[config.mk]
export PLATFORM = sky130hd
export DESIGN_NAME = spi_burst_master
export DESIGN_NICKNAME = d
export VERILOG_FILES = /design/src/rtl/spi_burst_master.sv
export SDC_FILE = /design/constraint.sdc
export NUM_CORES = 1
export LEC_CHECK = 0
export ABC_CLOCK_PERIOD_IN_PS = 2800
export CORE_UTILIZATION = 50
export CTS_CLUSTER_DIAMETER = 120
export CTS_CLUSTER_SIZE = 25
export DETAILED_ROUTE_END_ITERATION = 10
export GPL_TIMING_DRIVEN = 1
export PLACE_DENSITY_LB_ADDON = 0.3
export SKIP_CTS_REPAIR_TIMING = 1
export SYNTH_ARGS = -nofsm -noshare
export SYNTH_HDL_FRONTEND = slang
export SYNTH_SLANG_ARGS = --single-unit
[constraint.sdc]
create_clock -name clk -period 2.8 [get_ports clk]
set_input_delay 0.28 -clock clk [delete_from_list [all_inputs] [get_ports clk]]
set_output_delay 0.28 -clock clk [all_outputs]
set_load 0.02 [all_outputs]
[src/rtl/spi_burst_master.sv]
// ---------------------------------------------------------------------------
// spi_burst_master
//
// SPI master (mode 3: SPC idles high, SDI launched on the falling edge, SDO
// sampled on the rising edge) for the inertial sensor path. One transaction
// sends a header (R/W + address) and then a burst of 1..MAX_BYTES data bytes
// under a single CS assertion.
//
// Optional build macro:
//   SPI_MS_BIT_EN - header becomes R/W, MS, addr[ADDR_W-2:0]; MS=1 when the
//                   clamped burst length is greater than one (auto-increment).
//
// Ports:
//   clk, reset  system clock, synchronous active-high reset
//   start       transaction request, only looked at while idle
//   read        1 = read transaction, 0 = write
//   addr        register address placed in the header
//   nbytes      burst length; 0 runs as 1, values above MAX_BYTES clamp
//   wdata       write bytes, byte k = wdata[8k+7:8k], byte 0 sent first
//   SDO         serial data from the slave
//   SPC, CS     serial clock and active-low chip select
//   SDI         serial data to the slave
//   rdata       read bytes, same packing as wdata
//   busy        high from the cycle after start is accepted through DONE
//   done        one-cycle completion pulse
// ---------------------------------------------------------------------------
module spi_burst_master #(
    parameter int CLK_DIV   = 1,
    parameter int MAX_BYTES = 6,
    parameter int ADDR_W    = 7,
    parameter int NB_W      = $clog2(MAX_BYTES + 1)
) (
    input  logic                   clk,
    input  logic                   reset,
    input  logic                   start,
    input  logic                   read,
    input  logic [ADDR_W-1:0]      addr,
    input  logic [NB_W-1:0]        nbytes,
    input  logic [8*MAX_BYTES-1:0] wdata,
    input  logic                   SDO,
    output logic                   SPC,
    output logic                   CS,
    output logic                   SDI,
    output logic [8*MAX_BYTES-1:0] rdata,
    output logic                   busy,
    output logic                   done
);

    // state  | meaning
    // -------+--------------------------------------------------------------
    // IDLE   | CS high, waiting for start
    // SETUP  | CS low, SPC high, first bit already on SDI
    // LOW    | SPC low half-period, SDI launched on entry
    // HIGH   | SPC high half-period, SDO captured on entry
    // DONE   | one cycle: CS high, done pulse, busy still high

    localparam int HDR_BITS = 1 + ADDR_W;
    localparam int DATA_W   = 8 * MAX_BYTES;
    localparam int TX_W     = HDR_BITS + DATA_W;
    localparam int BIT_W    = $clog2(TX_W + 1);
    localparam int DIV_W    = (CLK_DIV > 1) ? $clog2(CLK_DIV) : 1;
    localparam int RX_IW    = $clog2(DATA_W);

    typedef enum logic [2:0] {
        S_IDLE  = 3'd0,
        S_SETUP = 3'd1,
        S_LOW   = 3'd2,
        S_HIGH  = 3'd3,
        S_DONE  = 3'd4
    } state_t;

    state_t              state_q, state_d;
    logic [DIV_W-1:0]    div_cnt_q, div_cnt_d;
    logic [BIT_W-1:0]    bit_idx_q, bit_idx_d;
    logic [BIT_W-1:0]    last_idx_q, last_idx_d;
    logic                rd_q, rd_d;
    logic [TX_W-1:0]     tx_q, tx_d;
    logic [DATA_W-1:0]   rdata_q, rdata_d;
    logic                spc_q, spc_d;
    logic                cs_q, cs_d;
    logic                sdi_q, sdi_d;
    logic                busy_q, busy_d;
    logic                done_q, done_d;

    logic                div_tc;
    logic                last_bit;
    logic                accept;
    logic                advance;
    logic                capture;
    logic [NB_W-1:0]     nb_eff;
    logic [BIT_W-1:0]    n_last;
    logic [ADDR_W-1:0]   hdr_addr;
    logic [DATA_W-1:0]   tx_payload;
    logic [RX_IW-1:0]    data_pos;

    assign div_tc   = (div_cnt_q == '0);
    assign last_bit = (bit_idx_q == last_idx_q);
    assign accept   = (state_q == S_IDLE) && start;
    assign advance  = (state_q == S_HIGH) && div_tc && !last_bit;
    // SPC rises on the edge that leaves the last LOW cycle.
    assign capture  = (state_q == S_LOW) && div_tc;

    always_comb begin
        nb_eff = nbytes;
        if (nbytes == '0) begin
            nb_eff = NB_W'(1);
        end else if (nbytes > NB_W'(MAX_BYTES)) begin
            nb_eff = NB_W'(MAX_BYTES);
        end
    end

    // Index of the final bit: header bits plus eight per byte, minus one.
    assign n_last = BIT_W'(HDR_BITS - 1) + BIT_W'({nb_eff, 3'b000});

`ifdef SPI_MS_BIT_EN
    logic ms_bit;
    assign ms_bit   = (nb_eff > NB_W'(1));
    assign hdr_addr = {ms_bit, addr[ADDR_W-2:0]};
`else
    assign hdr_addr = addr;
`endif

    // Byte 0 goes to the top of the shift register so it leaves first.
    // Reads shift out zeros during the data phase.
    always_comb begin
        tx_payload = '0;
        if (!read) begin
            for (int k = 0; k < MAX_BYTES; k++) begin
                tx_payload[8*(MAX_BYTES-1-k) +: 8] = wdata[8*k +: 8];
            end
        end
    end

    // Data bit d lands at byte d/8, bit 7-(d%8); flipping the low three bits
    // of d gives exactly that flat rdata position.
    assign data_pos = RX_IW'(bit_idx_q - BIT_W'(HDR_BITS)) ^ RX_IW'(7);

    // ---------------------------------------------------------------- FSM
    always_ff @(posedge clk) begin
        if (reset) begin
            state_q <= S_IDLE;
        end else begin
            state_q <= state_d;
        end
    end

    always_comb begin
        state_d = state_q;
        case (state_q)
            S_IDLE:  if (start)  state_d = S_SETUP;
            S_SETUP: if (div_tc) state_d = S_LOW;
            S_LOW:   if (div_tc) state_d = S_HIGH;
            S_HIGH:  if (div_tc) state_d = last_bit ? S_DONE : S_LOW;
            S_DONE:  state_d = S_IDLE;
            default: state_d = S_IDLE;
        endcase
    end

    // Next values for the registered pin outputs, derived from the state
    // being entered so the pins line up with the state register.
    always_comb begin
        cs_d   = !(state_d inside {S_SETUP, S_LOW, S_HIGH});
        spc_d  = (state_d != S_LOW);
        busy_d = (state_d != S_IDLE);
        done_d = (state_d == S_DONE);
        sdi_d  = sdi_q;
        if (accept) begin
            sdi_d = read;
        end else if (advance) begin
            sdi_d = tx_q[TX_W-2];
        end else if (state_d == S_IDLE || state_d == S_DONE) begin
            sdi_d = 1'b0;
        end
    end

    // ----------------------------------------------------------- datapath
    always_comb begin
        div_cnt_d  = div_cnt_q;
        bit_idx_d  = bit_idx_q;
        last_idx_d = last_idx_q;
        rd_d       = rd_q;
        tx_d       = tx_q;
        rdata_d    = rdata_q;

        // Half-period timer: reload on entry to any timed state, count down
        // to zero and park there.
        if ((state_d != state_q) && (state_d inside {S_SETUP, S_LOW, S_HIGH})) begin
            div_cnt_d = DIV_W'(CLK_DIV - 1);
        end else if (!div_tc) begin
            div_cnt_d = div_cnt_q - DIV_W'(1);
        end

        if (accept) begin
            rd_d       = read;
            last_idx_d = n_last;
            bit_idx_d  = '0;
            tx_d       = {read, hdr_addr, tx_payload};
            rdata_d    = '0;
        end

        if (capture && rd_q && (bit_idx_q >= BIT_W'(HDR_BITS))) begin
            rdata_d[data_pos] = SDO;
        end

        if (advance) begin
            bit_idx_d = bit_idx_q + BIT_W'(1);
            tx_d      = tx_q << 1;
        end
    end

    always_ff @(posedge clk) begin
        if (reset) begin
            div_cnt_q  <= '0;
            bit_idx_q  <= '0;
            last_idx_q <= '0;
            rd_q       <= 1'b0;
            tx_q       <= '0;
            rdata_q    <= '0;
            spc_q      <= 1'b1;
            cs_q       <= 1'b1;
            sdi_q      <= 1'b0;
            busy_q     <= 1'b0;
            done_q     <= 1'b0;
        end else begin
            div_cnt_q  <= div_cnt_d;
            bit_idx_q  <= bit_idx_d;
            last_idx_q <= last_idx_d;
            rd_q       <= rd_d;
            tx_q       <= tx_d;
            rdata_q    <= rdata_d;
            spc_q      <= spc_d;
            cs_q       <= cs_d;
            sdi_q      <= sdi_d;
            busy_q     <= busy_d;
            done_q     <= done_d;
        end
    end

    assign SPC   = spc_q;
    assign CS    = cs_q;
    assign SDI   = sdi_q;
    assign rdata = rdata_q;
    assign busy  = busy_q;
    assign done  = done_q;

endmodule

==> report_table.html <==
<table>
<tr><th>Metric</th><th>Value</th></tr>
<tr><th colspan="2">Outcome</th></tr>
<tr><td>Run status</td><td>finished, final reports clean</td></tr>
<tr><th colspan="2">Final layout</th></tr>
<tr><td>Proportion of layout cells with a drive suffix above 1</td><td>0.09135</td></tr>
<tr><td>Commonest cells after routing, fill and taps aside</td><td>sky130_fd_sc_hd__dfxtp_1 (123), sky130_fd_sc_hd__clkdlybuf4s50_1 (115), sky130_fd_sc_hd__a221o_1 (48)</td></tr>
<tr><td>Total of fill cells in the finished design</td><td>745</td></tr>
<tr><td>Area of the multi-input gates</td><td>2491 µm²</td></tr>
<tr><td>Share of the core filled with cells in the final layout</td><td>0.7078</td></tr>
<tr><td>Most frequent standard cell in the layout excluding fill and tap cells</td><td>sky130_fd_sc_hd__dfxtp_1</td></tr>
<tr><td>Nets@finish</td><td>678</td></tr>
<tr><td>Area overhead of the layout relative to synthesis</td><td>35.48%</td></tr>
<tr><td>Finished Layout Cells</td><td>757</td></tr>
<tr><td>Storage cell area</td><td>2462 µm²</td></tr>
<tr><td>Number of antenna diodes</td><td>0</td></tr>
<tr><th colspan="2">Flow run</th></tr>
<tr><td>MaxCap Viol Count</td><td>0</td></tr>
<tr><th colspan="2">Drt</th></tr>
<tr><td>Antenna-violating nets left</td><td>0</td></tr>
<tr><td>Post-route DRC violation count</td><td>0</td></tr>
<tr><td>Final wirelength</td><td>12,180 µm</td></tr>
<tr><td>Via/cell ratio</td><td>5.954</td></tr>
<tr><td>Avg WL per Cell</td><td>16.09 µm</td></tr>
<tr><td>Vias</td><td>4,507</td></tr>
<tr><td>Detailed-routing iteration count for the pre-antenna-repair pass</td><td>5</td></tr>
<tr><td>Detailed router's first-iteration violation count</td><td>204</td></tr>
<tr><th colspan="2">Placed design</th></tr>
<tr><td>Number of placed instances, taps included</td><td>725</td></tr>
<tr><td>Port Buffers</td><td>115</td></tr>
<tr><td>Hpwl dp</td><td>8093 µm</td></tr>
<tr><td>Pre-CTS worst setup slack</td><td>0.3061 ns</td></tr>
<tr><td>Gp weighted congestion</td><td>0.7933</td></tr>
<tr><th colspan="2">Logic synthesis</th></tr>
<tr><td>Fraction of registers with async set/reset</td><td>0</td></tr>
<tr><td>Most used flip-flop cell after synthesis</td><td>sky130_fd_sc_hd__dfxtp_1</td></tr>
<tr><td>Synth Area per Inst</td><td>9.976 µm²</td></tr>
<tr><td>Number of synthesized flops with an enable pin</td><td>0</td></tr>
<tr><td>Netlist cell types</td><td>57</td></tr>
<tr><td>Synth Warn #</td><td>0</td></tr>
<tr><td>Flip-flop and latch count after synthesis</td><td>123</td></tr>
<tr><td>Register area share after synthesis</td><td>0.4756</td></tr>
<tr><td>Synth Net Count</td><td>586</td></tr>
<tr><td>Combined area of all synthesized cells</td><td>5177 µm²</td></tr>
<tr><td>Count of mapped cells out of synthesis</td><td>519</td></tr>
<tr><th colspan="2">STA</th></tr>
<tr><td>Worst Skew</td><td>0.005455 ns</td></tr>
<tr><td>Maximum clock frequency</td><td>0.3900 GHz</td></tr>
<tr><td>Fin. Hold Viols</td><td>0</td></tr>
<tr><td>Setup violators final</td><td>0</td></tr>
<tr><td>Tightest Pin Transition</td><td>0.7416 ns</td></tr>
<tr><td>Setup repair after global routing missed its margin</td><td>false</td></tr>
<tr><td>Fin Setup TNS</td><td>0 ns</td></tr>
<tr><td>Fin worst setup slack</td><td>0.2356 ns</td></tr>
<tr><td>Slew Limit Fails</td><td>0</td></tr>
<tr><td>Max-Slew Margin vs Limit</td><td>0.5043</td></tr>
<tr><td>Post-route clock period utilization</td><td>0.9159</td></tr>
<tr><td>Clock period minus final worst setup slack</td><td>2.564 ns</td></tr>
<tr><th colspan="2">Die</th></tr>
<tr><td>Die span in y</td><td>103.8 µm</td></tr>
<tr><td>Total I/O pin count</td><td>116</td></tr>
<tr><td>Die Span X</td><td>103.8 µm</td></tr>
<tr><td>Area of the core</td><td>9910 µm²</td></tr>
<tr><td>Effective utilization at floorplan</td><td>0.5225</td></tr>
<tr><td>Number of placement rows</td><td>36</td></tr>
<tr><td>DIE AREA</td><td>10,770 µm²</td></tr>
<tr><th colspan="2">Critical path</th></tr>
<tr><td>Capturing element type of the critical path</td><td>flop</td></tr>
<tr><td>Largest fanout on the critical path</td><td>14</td></tr>
<tr><td>Crit path arrival time</td><td>2.95 ns</td></tr>
<tr><td>Critical path class</td><td>reg2reg</td></tr>
<tr><td>Critical path startpoint category</td><td>flop</td></tr>
<tr><td>Required time worst endpoint</td><td>3.18 ns</td></tr>
<tr><th colspan="2">GRT</th></tr>
<tr><td>Maximum number of pins on one net before global-route repair</td><td>50</td></tr>
<tr><td>All-layer global routing usage</td><td>0.2338</td></tr>
<tr><td>Number of antenna violations at the first check in global routing</td><td>0</td></tr>
<tr><td>Vias in the first global route</td><td>4,226</td></tr>
<tr><td>Total gr overflow</td><td>0</td></tr>
<tr><td>Global-route wire length before repair</td><td>20,600 µm</td></tr>
<tr><th colspan="2">Clock network</th></tr>
<tr><td>H-Tree Depth</td><td>4</td></tr>
<tr><td>Clock root cell</td><td>sky130_fd_sc_hd__clkbuf_8</td></tr>
<tr><td>Clock-pin slew on the worst setup and hold paths</td><td>0.06 ns</td></tr>
<tr><td>CTS tree</td><td>yes</td></tr>
<tr><td>Clock latency reported for the late side of the worst-skew pair</td><td>0.52 ns</td></tr>
<tr><td>TritonCTS buffer count</td><td>17</td></tr>
<tr><td>Clk sinks</td><td>123</td></tr>
<tr><td>Maximum number of buffers from clock root to sink</td><td>2</td></tr>
<tr><th colspan="2">Power and ir drop</th></tr>
<tr><td>Leakage Power</td><td>2.522 nW</td></tr>
<tr><td>Power density over the cells</td><td>624.9 nW/µm²</td></tr>
<tr><td>Worst vdd ir</td><td>0.4096 mV</td></tr>
<tr><td>Total power after layout</td><td>4.383 mW</td></tr>
<tr><th colspan="2">Worst hold path</th></tr>
<tr><td>Hold Path Class</td><td>in2reg</td></tr>
</table>
-- path summary, 6_finish.rpt --
check	from	endpoint	slack, ns	cells past startpoint
worst max-delay path	bit_idx_q[3]	rdata[35]	0.24	6
worst min-delay path	nbytes[1]	last_idx_q[4]	0.37	3
worst max register to register	bit_idx_q[3]	rdata[35]	0.24	6
worst min register to register	rdata[42]	rdata[42]	0.46	2
-- per-stage QoR --
stage	hold WS [ns]	instance area, µm²
floorplan	0.4160	5177
global placement	0.4446	6412
detailed placement	0.4487	6412
CTS	0.3623	7014
global route	0.4066	7014
finish	0.3748	7014
-- final cells by class --
type | count | share of cell area
clock buffers | 18 | 0.05958
well taps | 133 | 0.02372
clock inverters | 14 | 0.02622
flip-flops and latches | 123 | 0.3511
inverters | 5 | 0.002676
multi-input cells | 336 | 0.3552
repair buffers | 128 | 0.1816
-- worst max-delay path: stages (launching register included) --
cell                       delay, ns
sky130_fd_sc_hd__dfxtp_1        0.62
sky130_fd_sc_hd__inv_1          0.18
sky130_fd_sc_hd__ha_1           0.27
sky130_fd_sc_hd__xor2_1         0.42
sky130_fd_sc_hd__nand3_1        0.49
sky130_fd_sc_hd__o211ai_1       0.35
sky130_fd_sc_hd__o31ai_1        0.11
-- state kept, by name, indices dropped and copies added, names as in the netlist --
signal,flops
SDI,1
busy,1
SPC,1
CS,1
rdata,48
bit_idx_q,6
tx_q,55
div_cnt_q,1
last_idx_q,4
rd_q,1
state_q,3
done,1
-- per-layer routing --
layer,vias up,share of wire,global-route usage
li1,2200,-,-
met1,2126,0.44,0.2975
met2,160,0.48,0.3821
met3,21,0.057,0.05853
met4,0,0.017,0.08878
met5,-,0,0
-- power breakdown --
group | total [mW] | internal [mW] | switching, mW
registers | 1.85 | 1.81 | 0.0444
clock network | 2.21 | 1.38 | 0.830
logic | 0.325 | 0.169 | 0.155
total | 4.38 | 3.35 | 1.03
-- synth_stat cells, drive strengths merged, types with 2 or more instances --
master   number  area share
nor4          2      0.0053
nand2b        2      0.0024
o21ai         2      0.0019
nand3b        2      0.0029
o2bb2ai       4      0.0068
nand4b        2      0.0034
a221o        48       0.093
nor2         20       0.014
or3           3      0.0036
or4b          2      0.0046
and3b         2      0.0034
ha            4      0.0097
o211ai       44       0.064
nand2        21       0.016
mux2i         8       0.015
nor2b         3      0.0036
clkbuf       37       0.027
nor3b         5      0.0073
a21oi         6      0.0058
o31ai        42       0.061
buf          18       0.018
dfxtp       123        0.48
nand3         7      0.0077
a32oi         5      0.0085
and2         47       0.057
nand4        14       0.017
xnor2         5      0.0085
a211oi        3      0.0043
nor4b         3      0.0092
nor3         11       0.011
inv           5      0.0036
a31oi         2      0.0024
-- cells by family (layout without fill, tap and decap cells) --
logic type,count (synthesis),after routing,synth area share
other,1,1,0.0007243
AND/OR/NAND/NOR,150,150,0.1745
XOR/XNOR,6,6,0.01015
adder cells (fa/ha/maj),4,4,0.009667
buffers and inverters,60,165,0.04833
multiplexers,9,9,0.01764
AO/OA/AOI/OAI,166,166,0.2634
flip-flops,123,123,0.4756
(Power assumes the default switching activity.)
